## config.mk

```make
export PLATFORM = sky130hd
export DESIGN_NAME = adder_share_ctrl
export DESIGN_NICKNAME = d
export VERILOG_FILES = /design/src/rtl/adder_share_pkg.sv /design/src/rtl/rr_arbiter.sv /design/src/rtl/adder_share_ctrl.sv
export SDC_FILE = /design/constraint.sdc
export NUM_CORES = 1
export LEC_CHECK = 0
export CAP_MARGIN = 20
export CELL_PAD_IN_SITES_DETAIL_PLACEMENT = 0
export CELL_PAD_IN_SITES_GLOBAL_PLACEMENT = 1
export CORE_MARGIN = 4
export CORE_UTILIZATION = 36
export DETAILED_ROUTE_END_ITERATION = 8
export MAX_ROUTING_LAYER = met4
export PLACE_DENSITY = 0.87
export SYNTH_ARGS = -nofsm -noshare
export SYNTH_HDL_FRONTEND = slang
export SYNTH_SLANG_ARGS = --single-unit
```

## constraint.sdc

```tcl
create_clock -name clk -period 5.07 [get_ports clk]
set_input_delay 0.7605 -clock clk [delete_from_list [all_inputs] [get_ports clk]]
set_output_delay 0.7605 -clock clk [all_outputs]
set_load 0.05 [all_outputs]
```

## src/rtl/adder_share_pkg.sv

```systemverilog
// Shared types and defaults for the shared-adder controller.
// Holds the controller state enum and default sizing constants.
package adder_share_pkg;

  localparam int DEF_NUM_REQ = 4;
  localparam int DEF_WIDTH   = 8;

  typedef enum logic [1:0] {
    IDLE = 2'd0,
    CALC = 2'd1,
    RESP = 2'd2
  } state_t;

endpackage

```

## src/rtl/rr_arbiter.sv

```systemverilog
// Combinational round-robin arbiter: first set req bit from ptr up, wrapping.
// Ports: req, ptr in; grant (one-hot), grant_idx, any_req out.
module rr_arbiter #(
  parameter  int N  = 4,
  localparam int IW = $clog2(N)
) (
  input  logic [N-1:0]  req,
  input  logic [IW-1:0] ptr,
  output logic [N-1:0]  grant,
  output logic [IW-1:0] grant_idx,
  output logic          any_req
);

  int   idx;
  logic found;

  always_comb begin
    grant     = '0;
    grant_idx = '0;
    any_req   = |req;
    found     = 1'b0;
    idx       = 0;
    for (int k = 0; k < N; k++) begin
      idx = int'(ptr) + k;
      if (idx >= N) idx = idx - N;
      if (!found && req[idx]) begin
        found      = 1'b1;
        grant[idx] = 1'b1;
        grant_idx  = IW'(idx);
      end
    end
  end

endmodule

```

## src/rtl/adder_share_ctrl.sv

```systemverilog
// One registered adder shared by NUM_REQ requesters via round-robin grant.
// Ports: clk, rst_n, req_* in / req_ready out, rsp_* valid-ready out, busy.
module adder_share_ctrl
  import adder_share_pkg::*;
#(
  parameter  int NUM_REQ = DEF_NUM_REQ,
  parameter  int WIDTH   = DEF_WIDTH,
  localparam int ID_W    = $clog2(NUM_REQ)
) (
  input  logic                     clk,
  input  logic                     rst_n,
  input  logic [NUM_REQ-1:0]       req_valid,
  input  logic [NUM_REQ*WIDTH-1:0] req_a,
  input  logic [NUM_REQ*WIDTH-1:0] req_b,
  input  logic [NUM_REQ-1:0]       req_cin,
  output logic [NUM_REQ-1:0]       req_ready,
  output logic                     rsp_valid,
  input  logic                     rsp_ready,
  output logic [WIDTH-1:0]         rsp_sum,
  output logic                     rsp_cout,
  output logic [ID_W-1:0]          rsp_id,
  output logic                     busy
);

  state_t            state;
  state_t            state_nx;
  logic [ID_W-1:0]   rr_ptr;
  logic [NUM_REQ-1:0] grant;
  logic [ID_W-1:0]   g_idx;
  logic              any_req;
  logic [WIDTH-1:0]  op_a;
  logic [WIDTH-1:0]  op_b;
  logic              op_cin;
  logic [ID_W-1:0]   op_id;
  logic [WIDTH:0]    sum_full;
  logic              accept;

  rr_arbiter #(.N(NUM_REQ)) u_arb (
    .req       (req_valid),
    .ptr       (rr_ptr),
    .grant     (grant),
    .grant_idx (g_idx),
    .any_req   (any_req)
  );

  assign accept = (state == IDLE) && any_req;
  assign busy   = (state != IDLE);

  // Gated by rst_n so no grant is advertised while reset is held.
  assign req_ready = grant & {NUM_REQ{(state == IDLE) && rst_n}};

  assign sum_full = {1'b0, op_a} + {1'b0, op_b}
                  + (WIDTH+1)'(op_cin);

  always_comb begin
    state_nx = state;
    unique case (state)
      IDLE:    if (any_req)   state_nx = CALC;
      CALC:                   state_nx = RESP;
      RESP:    if (rsp_ready) state_nx = IDLE;
      default:                state_nx = IDLE;
    endcase
  end

  always_ff @(posedge clk or negedge rst_n) begin
    if (!rst_n) state <= IDLE;
    else        state <= state_nx;
  end

  always_ff @(posedge clk or negedge rst_n) begin
    if (!rst_n) begin
      rr_ptr    <= '0;
      op_a      <= '0;
      op_b      <= '0;
      op_cin    <= 1'b0;
      op_id     <= '0;
      rsp_valid <= 1'b0;
      rsp_sum   <= '0;
      rsp_cout  <= 1'b0;
      rsp_id    <= '0;
    end else begin
      if (accept) begin
        op_a   <= req_a[g_idx*WIDTH +: WIDTH];
        op_b   <= req_b[g_idx*WIDTH +: WIDTH];
        op_cin <= req_cin[g_idx];
        op_id  <= g_idx;
        rr_ptr <= (g_idx == ID_W'(NUM_REQ-1)) ? '0
                : g_idx + ID_W'(1);
      end
      if (state == CALC) begin
        rsp_sum   <= sum_full[WIDTH-1:0];
        rsp_cout  <= sum_full[WIDTH];
        rsp_id    <= op_id;
        rsp_valid <= 1'b1;
      end
      if (state == RESP && rsp_ready) begin
        rsp_valid <= 1'b0;
      end
    end
  end

endmodule
```

== Yosys cells after proc, flatten, opt, wreduce, memory -nomap -nowiden ==
Index checks and enable logic that the tools add are counted.

* Register bits: 35
* Input bits: 75
* Output and inout port bits: 17
* Logic and storage cells: 105

* $add $sub $neg: 10
* Order comparisons: 13
* Equality and inequality tests: 5
* Shift operators: 2
* Multiplexer cells: 43
* Bitwise gates (word level): 4
* Reductions and logical operators: 18

{| class="wikitable"
|+ Operator list
! kind !! number
|-
| $ge 32x1->1 const B || 4
|-
| $lt 32x4->1 const B || 4
|-
| $mux 32 || 4
|-
| $ge 32x4->1 const B || 3
|-
| $sub 32x4->32 const B || 3
|-
| $shiftx 32x6->8 || 2
|-
| $mux 1 || 18
|-
| $mux 4 || 4
|-
| $mux 2 || 7
|-
| $or 4x4->4 || 3
|-
| $bmux 1 s2 || 5
|-
| $logic_and 1x1->1 || 10
|-
| $add 8x8->9 || 1
|-
| $add 9x1->9 || 1
|-
| $demux 1 s2 || 4
|-
| $add 2x2->3 const B || 2
|-
| $pmux 2 s3 || 1
|-
| $and 4x4->4 || 1
|-
| $eq 2x2->1 const B || 2
|-
| $ne 2x2->1 const B || 2
|-
| $reduce_bool 2->1 || 2
|-
| $reduce_or 4->1 || 1
|-
| $sub 2x3->4 const B || 1
|-
| $add 2x1->3 const B || 1
|-
| 7 further kinds || 9
|}

== Longest topological paths before layout ==
Gate-level depths: netlist of run 1.

* Depth in word-level cells: 17
* Depth in mapped cells: 11
* Gate-level depth less buffers: 9

== By module ==
From an unflattened synthesis of run 1, not the netlist that was laid out.

* Cells, all modules: 204
* Area, all modules: 2,636.3 um^2

{| class="wikitable"
|+ Modules (own cells, without submodules)
! module !! instances !! cells each !! area each (um^2) !! sequential area each (um^2)
|-
| adder_share_ctrl || 1 || 154 || 2,172.1 || 875.8
|-
| rr_arbiter || 1 || 50 || 464.2 || 0.0
|}

== Worst setup path before layout of run 1 ==
No wires, ideal clock.

* Path kind: register to output
* From: reg rr_ptr[1]
* To: out req_ready[1]
* Arrival time: 3.180 ns
* Data required time: 4.310 ns
* Slack: 1.129 ns
* Cell stages (with the launch flop): 9
* Buffers on the path: 1
* Cells stage by stage: dfrtp_1 > clkbuf_1 > inv_1 > ha_1 > mux4_2 > a211oi_1 > a221o_2 > o21ai_0 > a21oi_1

* Word-level cells in the longest chain between the ends: 16
* Elaborated cells between the ends (all ways): 64
* Classes of those cells: add/sub: 7; order compare: 12; mux: 31; bitwise: 4; reduce/logical: 10

{| class="wikitable"
|+ Ends and longest elaborated chain
! what !! line !! text
|-
| start: declaration || adder_share_ctrl.sv:27 || <nowiki>logic [ID_W-1:0] rr_ptr;</nowiki>
|-
| start signal: assignment || adder_share_ctrl.sv:87 || <nowiki>rr_ptr <= (g_idx == ID_W'(NUM_REQ-1)) ? '0</nowiki>
|-
| branches (longest 14 deep; another with $sub 32x4->32) || -- ||
|-
| $mux 4 (*) || rr_arbiter.sv:26 || <nowiki>if (!found && req[idx]) begin</nowiki>
|-
| $and 4x4->4 (*) || adder_share_ctrl.sv:50 || <nowiki>assign req_ready = grant & {NUM_REQ{(state == IDLE) && rst_n}};</nowiki>
|-
| end: declaration || adder_share_ctrl.sv:16 || <nowiki>output logic [NUM_REQ-1:0] req_ready,</nowiki>
|}

Mark *: on every way between the ends. The select of a mux whose other input is x is not followed.

== Worst setup path in the final report of run 1 ==
* From: reg rr_ptr[0]
* To: out req_ready[2]

Same word-level chain as after synthesis.

==> results of run 1 <==
-- critical path, stage by stage (launching register included) --
cell and delay (ns):
dfrtp_1 0.65, inv_1 0.16, ha_1 0.45, mux4_2 0.64
a211oi_1 0.43, a221o_2 0.23, o21ai_0 0.08, a21oi_1 0.15
clkdlybuf4s50_1 0.82
-- sequential cells by signal (all words and copies together), names as in the netlist --
| name | count |
|---|---|
| op_b | 8 |
| rsp_id | 2 |
| rsp_valid | 1 |
| op_cin | 1 |
| rsp_sum | 8 |
| state | 2 |
| op_id | 2 |
| rsp_cout | 1 |
| op_a | 8 |
| rr_ptr | 2 |
-- stage by stage --
stage	hold slack (ns)	total power, uW	utilization, %
6_report	0.482	2260	53.8
5_1_grt	0.518	2450	53.8
4_1_cts	0.487	2290	53.8
3_5_place_dp	0.470	2060	52.2
3_3_place_gp	0.457	2030	52.2
2_1_floorplan	0.442	1710	-
-- layout by cell type (no fill, tap or decap), types with 2 or more instances in the layout --
cell,instances
o21bai_1,2
a31oi_1,2
o221ai_1,17
clkdlybuf4s50_1,90
clkbuf_8,7
ha_1,13
dfrtp_1,35
inv_1,9
nand2b_1,3
or2_2,2
o311a_1,2
a21oi_1,10
mux2i_1,38
nor3b_1,2
buf_4,3
xnor2_1,4
a221o_2,4
nor3_1,5
a21o_1,3
fa_1,2
mux2_2,5
nand2_1,41
o21ai_0,13
nor2_1,6
-- cell type report --
type                       instances  area, um2  share of cell area (%)
multi-input combinational        188       1460                    41.8
timing repair buffer              94        928                    26.6
clock buffer                       8        100                    2.87
sequential                        35        876                    25.1
tap                               77       96.3                    2.76
inverter                           9       33.8                   0.967
-- kinds of logic after synthesis --
logic type / synth area share [%]
buffers and inverters: 6.29
XOR/XNOR: 1.78
AND/OR/NAND/NOR: 10.6
flip-flops: 35.5
multiplexers: 18.6
adder cells (fa/ha/maj): 8.22
AO/OA/AOI/OAI: 18.9
-- per-layer routing --
metal / wire length [um] / track usage, % / vias up
met5: 0 / - / -
met4: 75 / 4.97 / 0
met1: 2720 / 19.7 / 1013
li1: - / - / 1086
met2: 3130 / 26.5 / 86
met3: 405 / 3.50 / 5
-- report_power, final --
part           internal [uW]  switching (uW)
registers                425             115
logic                    648             857
clock network            124            94.3
-- worst max path at each step --
stage	slack, ns	depth (start not counted)	endpoint
after floorplan	1.13	8	req_ready[1]
after global placement	0.74	7	req_ready[2]
after detailed placement	0.63	7	req_ready[3]
after CTS	0.42	8	req_ready[3]
after global routing	0.21	8	req_ready[2]
final	0.42	8	req_ready[2]
==> reports/qor.yml, run 1 <==
yosysMostFrequentCell: "nand2_1"
grt_usage_pct: 16.1
vias_per_cell: 5.33
grt_pass1_wl_um: 10400
drt_iter0_drc: 49
outcome: "finished clean"
fillCellCount: 618
final.setup.tns_ns: 0
rr_worst_depth: 7
grt_pass1_vias: 2194
holdCritStartpoint: "rsp_sum[5]$_DFFE_PN0P_"
r2r_setup_slack_ns: 1.66
top_level_ports: 92
num_antenna_cells: 0
ant_nets: 0
grt_max_degree: 37
critPathArrivalTime_ns: 3.89
min_period_over_period_pct: 91.8
synth_seq_cells: 35
yosys_warnings: 0
cts_max_path_buffers: 2
cts_sinks: 35
dpl-instance-area_um2: 3390
fin_area_um2: 3490
clock-skew-final_ns: 0.00544
start_util_pct: 38.0
period_minus_slack_ns: 4.65
syn-mean-instance-area_um2: 9.98
worstHoldPathCells: 2
synth_edf_count: 0
nets: 423
crit_required_ns: 4.31
cp-startpoint: "rr_ptr[0]$_DFFE_PN0P_"
cts_tree: "done"
drc: 0
fp.coreArea_um2: 6490
rows: 29
path_clk_slew_ns: 0.07
routed-via-count: 2190
synth_top_area_share_pct: 35.5
synth_area_leaders: "dfrtp_1 36%, mux2i_1 15%, ha_1 6.6%"
finalHoldViolations: 0
numCtsBuffers: 5
worst_pin_slew_ns: 0.807
final_layout_size_suffix_gt1_share_pct: 8.08
rsz0062_at_grt: "no"
htreeDepth: 2
antenna_found_initial: 0
wire_per_inst_um: 15.4
post-cts-setup-buffers: 0
cp-end-kind: "output pin"
dr.pass1.iters: 4
synth.cell_area_um2: 2460
ys_seq_area_share_pct: 35.5
grt-ovfl-total: 0
die_w_um: 90.7
cap_violations: 0
place.port_buffers: 91
reg2reg_from: "rr_ptr[0]$_DFFE_PN0P_"
slew_headroom_pct: 46.2
synth_cell_types: 40
slew_violations: 0
stdcell_count: 411
hpwl_um: 4900
syn_inst: 247
synth_ff_type: "dfrtp_1"
fin_ws_ns: 0.417
dieHeight_um: 90.7
start_kind: "register"
setup_viol_count_final: 0
yosys.area.top_type: "dfrtp_1"
syn2layout_area_growth_pct: 41.7
synthArstFlopShare_pct: 100
wl_um: 6330
timing.rr.end: "op_b[4]$_DFFE_PN0P_"
synth_nets: 337
hold_path.class: "reg -> reg"
cts-root-buf: "clkbuf_8"
worstSetupPathType: "reg -> out"
p_per_area_nw_per_um2: 648
max_freq_ghz: 0.215
ir_drop_uv: 200
cts_resized: 0
hold_buffers: 0
synth_common_cells: "41 x nand2_1, 38 x mux2i_1, 35 x dfrtp_1"
leakage_uw: 0.00152
dieArea_um2: 8230
cp_max_fo: 14
hold_end: "rsp_sum[5]$_DFFE_PN0P_"
clock_latency_ns: 0.28
dp_slack_ns: 0.633
placed_cells: 403
place_congestion: 0.838
(Power assumes the default switching activity.)
==> inputs of run 2 (changes only) <==
--- a/config.mk
+++ b/config.mk
@@ -10,6 +10,7 @@
 export CELL_PAD_IN_SITES_GLOBAL_PLACEMENT = 1
 export CORE_MARGIN = 4
 export CORE_UTILIZATION = 36
+export CTS_CLUSTER_SIZE = 8
 export DETAILED_ROUTE_END_ITERATION = 8
 export MAX_ROUTING_LAYER = met4
 export PLACE_DENSITY = 0.87
==> results of run 2 <==
Same layout as run 1: the final DEF is identical, and so are final timing and power.
==> inputs of run 3 (changes only) <==
--- a/config.mk
+++ b/config.mk
@@ -6,14 +6,14 @@
 export NUM_CORES = 1
 export LEC_CHECK = 0
 export CAP_MARGIN = 20
-export CELL_PAD_IN_SITES_DETAIL_PLACEMENT = 0
-export CELL_PAD_IN_SITES_GLOBAL_PLACEMENT = 1
+export CELL_PAD_IN_SITES_DETAIL_PLACEMENT = 1
+export CELL_PAD_IN_SITES_GLOBAL_PLACEMENT = 2
 export CORE_MARGIN = 4
-export CORE_UTILIZATION = 36
+export CORE_UTILIZATION = 28
 export CTS_CLUSTER_SIZE = 8
 export DETAILED_ROUTE_END_ITERATION = 8
 export MAX_ROUTING_LAYER = met4
-export PLACE_DENSITY = 0.87
+export PLACE_DENSITY = 0.86
 export SYNTH_ARGS = -nofsm -noshare
 export SYNTH_HDL_FRONTEND = slang
 export SYNTH_SLANG_ARGS = --single-unit
==> reports/qor.yml, run 3 (synthesized netlist as in run 1, its figures left out) <==
setup_viol_count_final: 0
hold_buffers: 0
num_antenna_cells: 0
final.setup.tns_ns: 0
rows: 33
cts_resized: 0
worstHoldPathCells: 2
dieArea_um2: 10400
antenna_found_initial: 0
reg2reg_from: "rr_ptr[0]$_DFFE_PN0P_"
grt_pass1_wl_um: 11400
final_layout_size_suffix_gt1_share_pct: 8.08
post-cts-setup-buffers: 0
max_freq_ghz: 0.211
final-seq-area_um2: 876
period_minus_slack_ns: 4.74
grt_pass1_vias: 2286
path_clk_slew_ns: 0.07
rr_worst_depth: 7
critPathArrivalTime_ns: 3.98
slew_violations: 0
drt_iter0_drc: 50
top_level_ports: 92
die_w_um: 102
ant_nets: 0
min_period_over_period_pct: 93.4
final_common_cell: "clkdlybuf4s50_1"
grt-ovfl-total: 0
ir_drop_uv: 157
leakage_uw: 0.00152
clock_latency_ns: 0.29
crit_required_ns: 4.31
r2r_setup_slack_ns: 1.72
fillCellCount: 946
hpwl_um: 5600
start_util_pct: 29.4
reg.largest.list: "op_a (8), op_b (8), rsp_sum (8)"
power_uw: 2300
worstSetupPathType: "reg -> out"
htreeDepth: 2
place.port_buffers: 91
cts_sinks: 35
wl_um: 7010
cp-end-kind: "output pin"
grt_usage_pct: 14.3
drc: 0
cts-root-buf: "clkbuf_8"
slew_headroom_pct: 47.8
mostFrequentLayoutCells: "90 x clkdlybuf4s50_1, 41 x nand2_1, 38 x mux2i_1"
dieHeight_um: 102
worst_pin_slew_ns: 0.783
vias_per_cell: 4.96
cts_max_path_buffers: 2
start_kind: "register"
hold_path.class: "reg -> reg"
syn2layout_area_growth_pct: 43.1
cts_tree: "done"
rsz0062_at_grt: "no"
p_per_area_nw_per_um2: 652
cap_violations: 0
cp_max_fo: 14
place_congestion: 0.752
cp-startpoint: "rr_ptr[0]$_DFFE_PN0P_"
fp.coreArea_um2: 8380
dr.pass1.iters: 4
clock-skew-final_ns: 0.00511
nets: 423
grt_max_degree: 38
routed-via-count: 2179
holdCritStartpoint: "rsp_sum[6]$_DFFE_PN0P_"
multi_input_area_um2: 1460
hold_end: "rsp_sum[6]$_DFFE_PN0P_"
finalHoldViolations: 0
numCtsBuffers: 5
timing.rr.end: "op_b[5]$_DFFE_PN0P_"
outcome: "finished clean"
wire_per_inst_um: 16.0
-- run 3: metrics by stage --
stage	utilization, %	area [um2]	setup WS, ns	hold slack (ns)	std cells
finish	42.1	3530	0.334	0.478	439
global route	42.1	3530	0.0870	0.512	439
CTS	42.1	3530	0.329	0.489	439
detailed placement	40.9	3430	0.544	0.473	431
global placement	40.9	3430	0.714	0.462	431
floorplan	-	2460	1.13	0.442	247
-- run 3: worst max path at each step --
stage                     slack (ns)  depth (start not counted)      endpoint
after global placement          0.71                          7  req_ready[3]
after global routing            0.09                          8  req_ready[1]
after CTS                       0.33                          8  req_ready[1]
after detailed placement        0.54                          7  req_ready[1]
final                           0.33                          8  req_ready[1]
after floorplan                 1.13                          8  req_ready[1]
-- run 3: final cells by class --
| class | count | share of cell area [%] |
|---|---|---|
| Clock buffer | 8 | 2.84 |
| Tap cell | 105 | 3.72 |
| Inverter | 9 | 0.957 |
| Sequential cell | 35 | 24.8 |
| Timing Repair Buffer | 94 | 26.3 |
| Multi-Input combinational cell | 188 | 41.3 |
-- run 3: power by group --
group | switching, uW | internal, uW | total (uW)
logic | 880 | 654 | 1530
clock network | 99.7 | 124 | 224
registers | 120 | 425 | 545
total | 1100 | 1200 | 2300
-- run 3: worst max-delay path, stage by stage, from the launching register on --
cell	delay, ns
dfrtp_1	0.66
inv_1	0.16
ha_1	0.44
mux4_2	0.63
a211oi_1	0.44
a221o_2	0.23
o21ai_0	0.07
a21oi_1	0.20
clkdlybuf4s50_1	0.85
-- run 3: metal layers --
| layer | GRT usage [%] | routed length, um | up-vias |
|---|---|---|---|
| li1 | - | - | 1081 |
| met1 | 18.9 | 3130 | 1040 |
| met2 | 23.4 | 3480 | 54 |
| met3 | 2.18 | 332 | 4 |
| met4 | 2.72 | 60 | 0 |
| met5 | - | 0 | - |
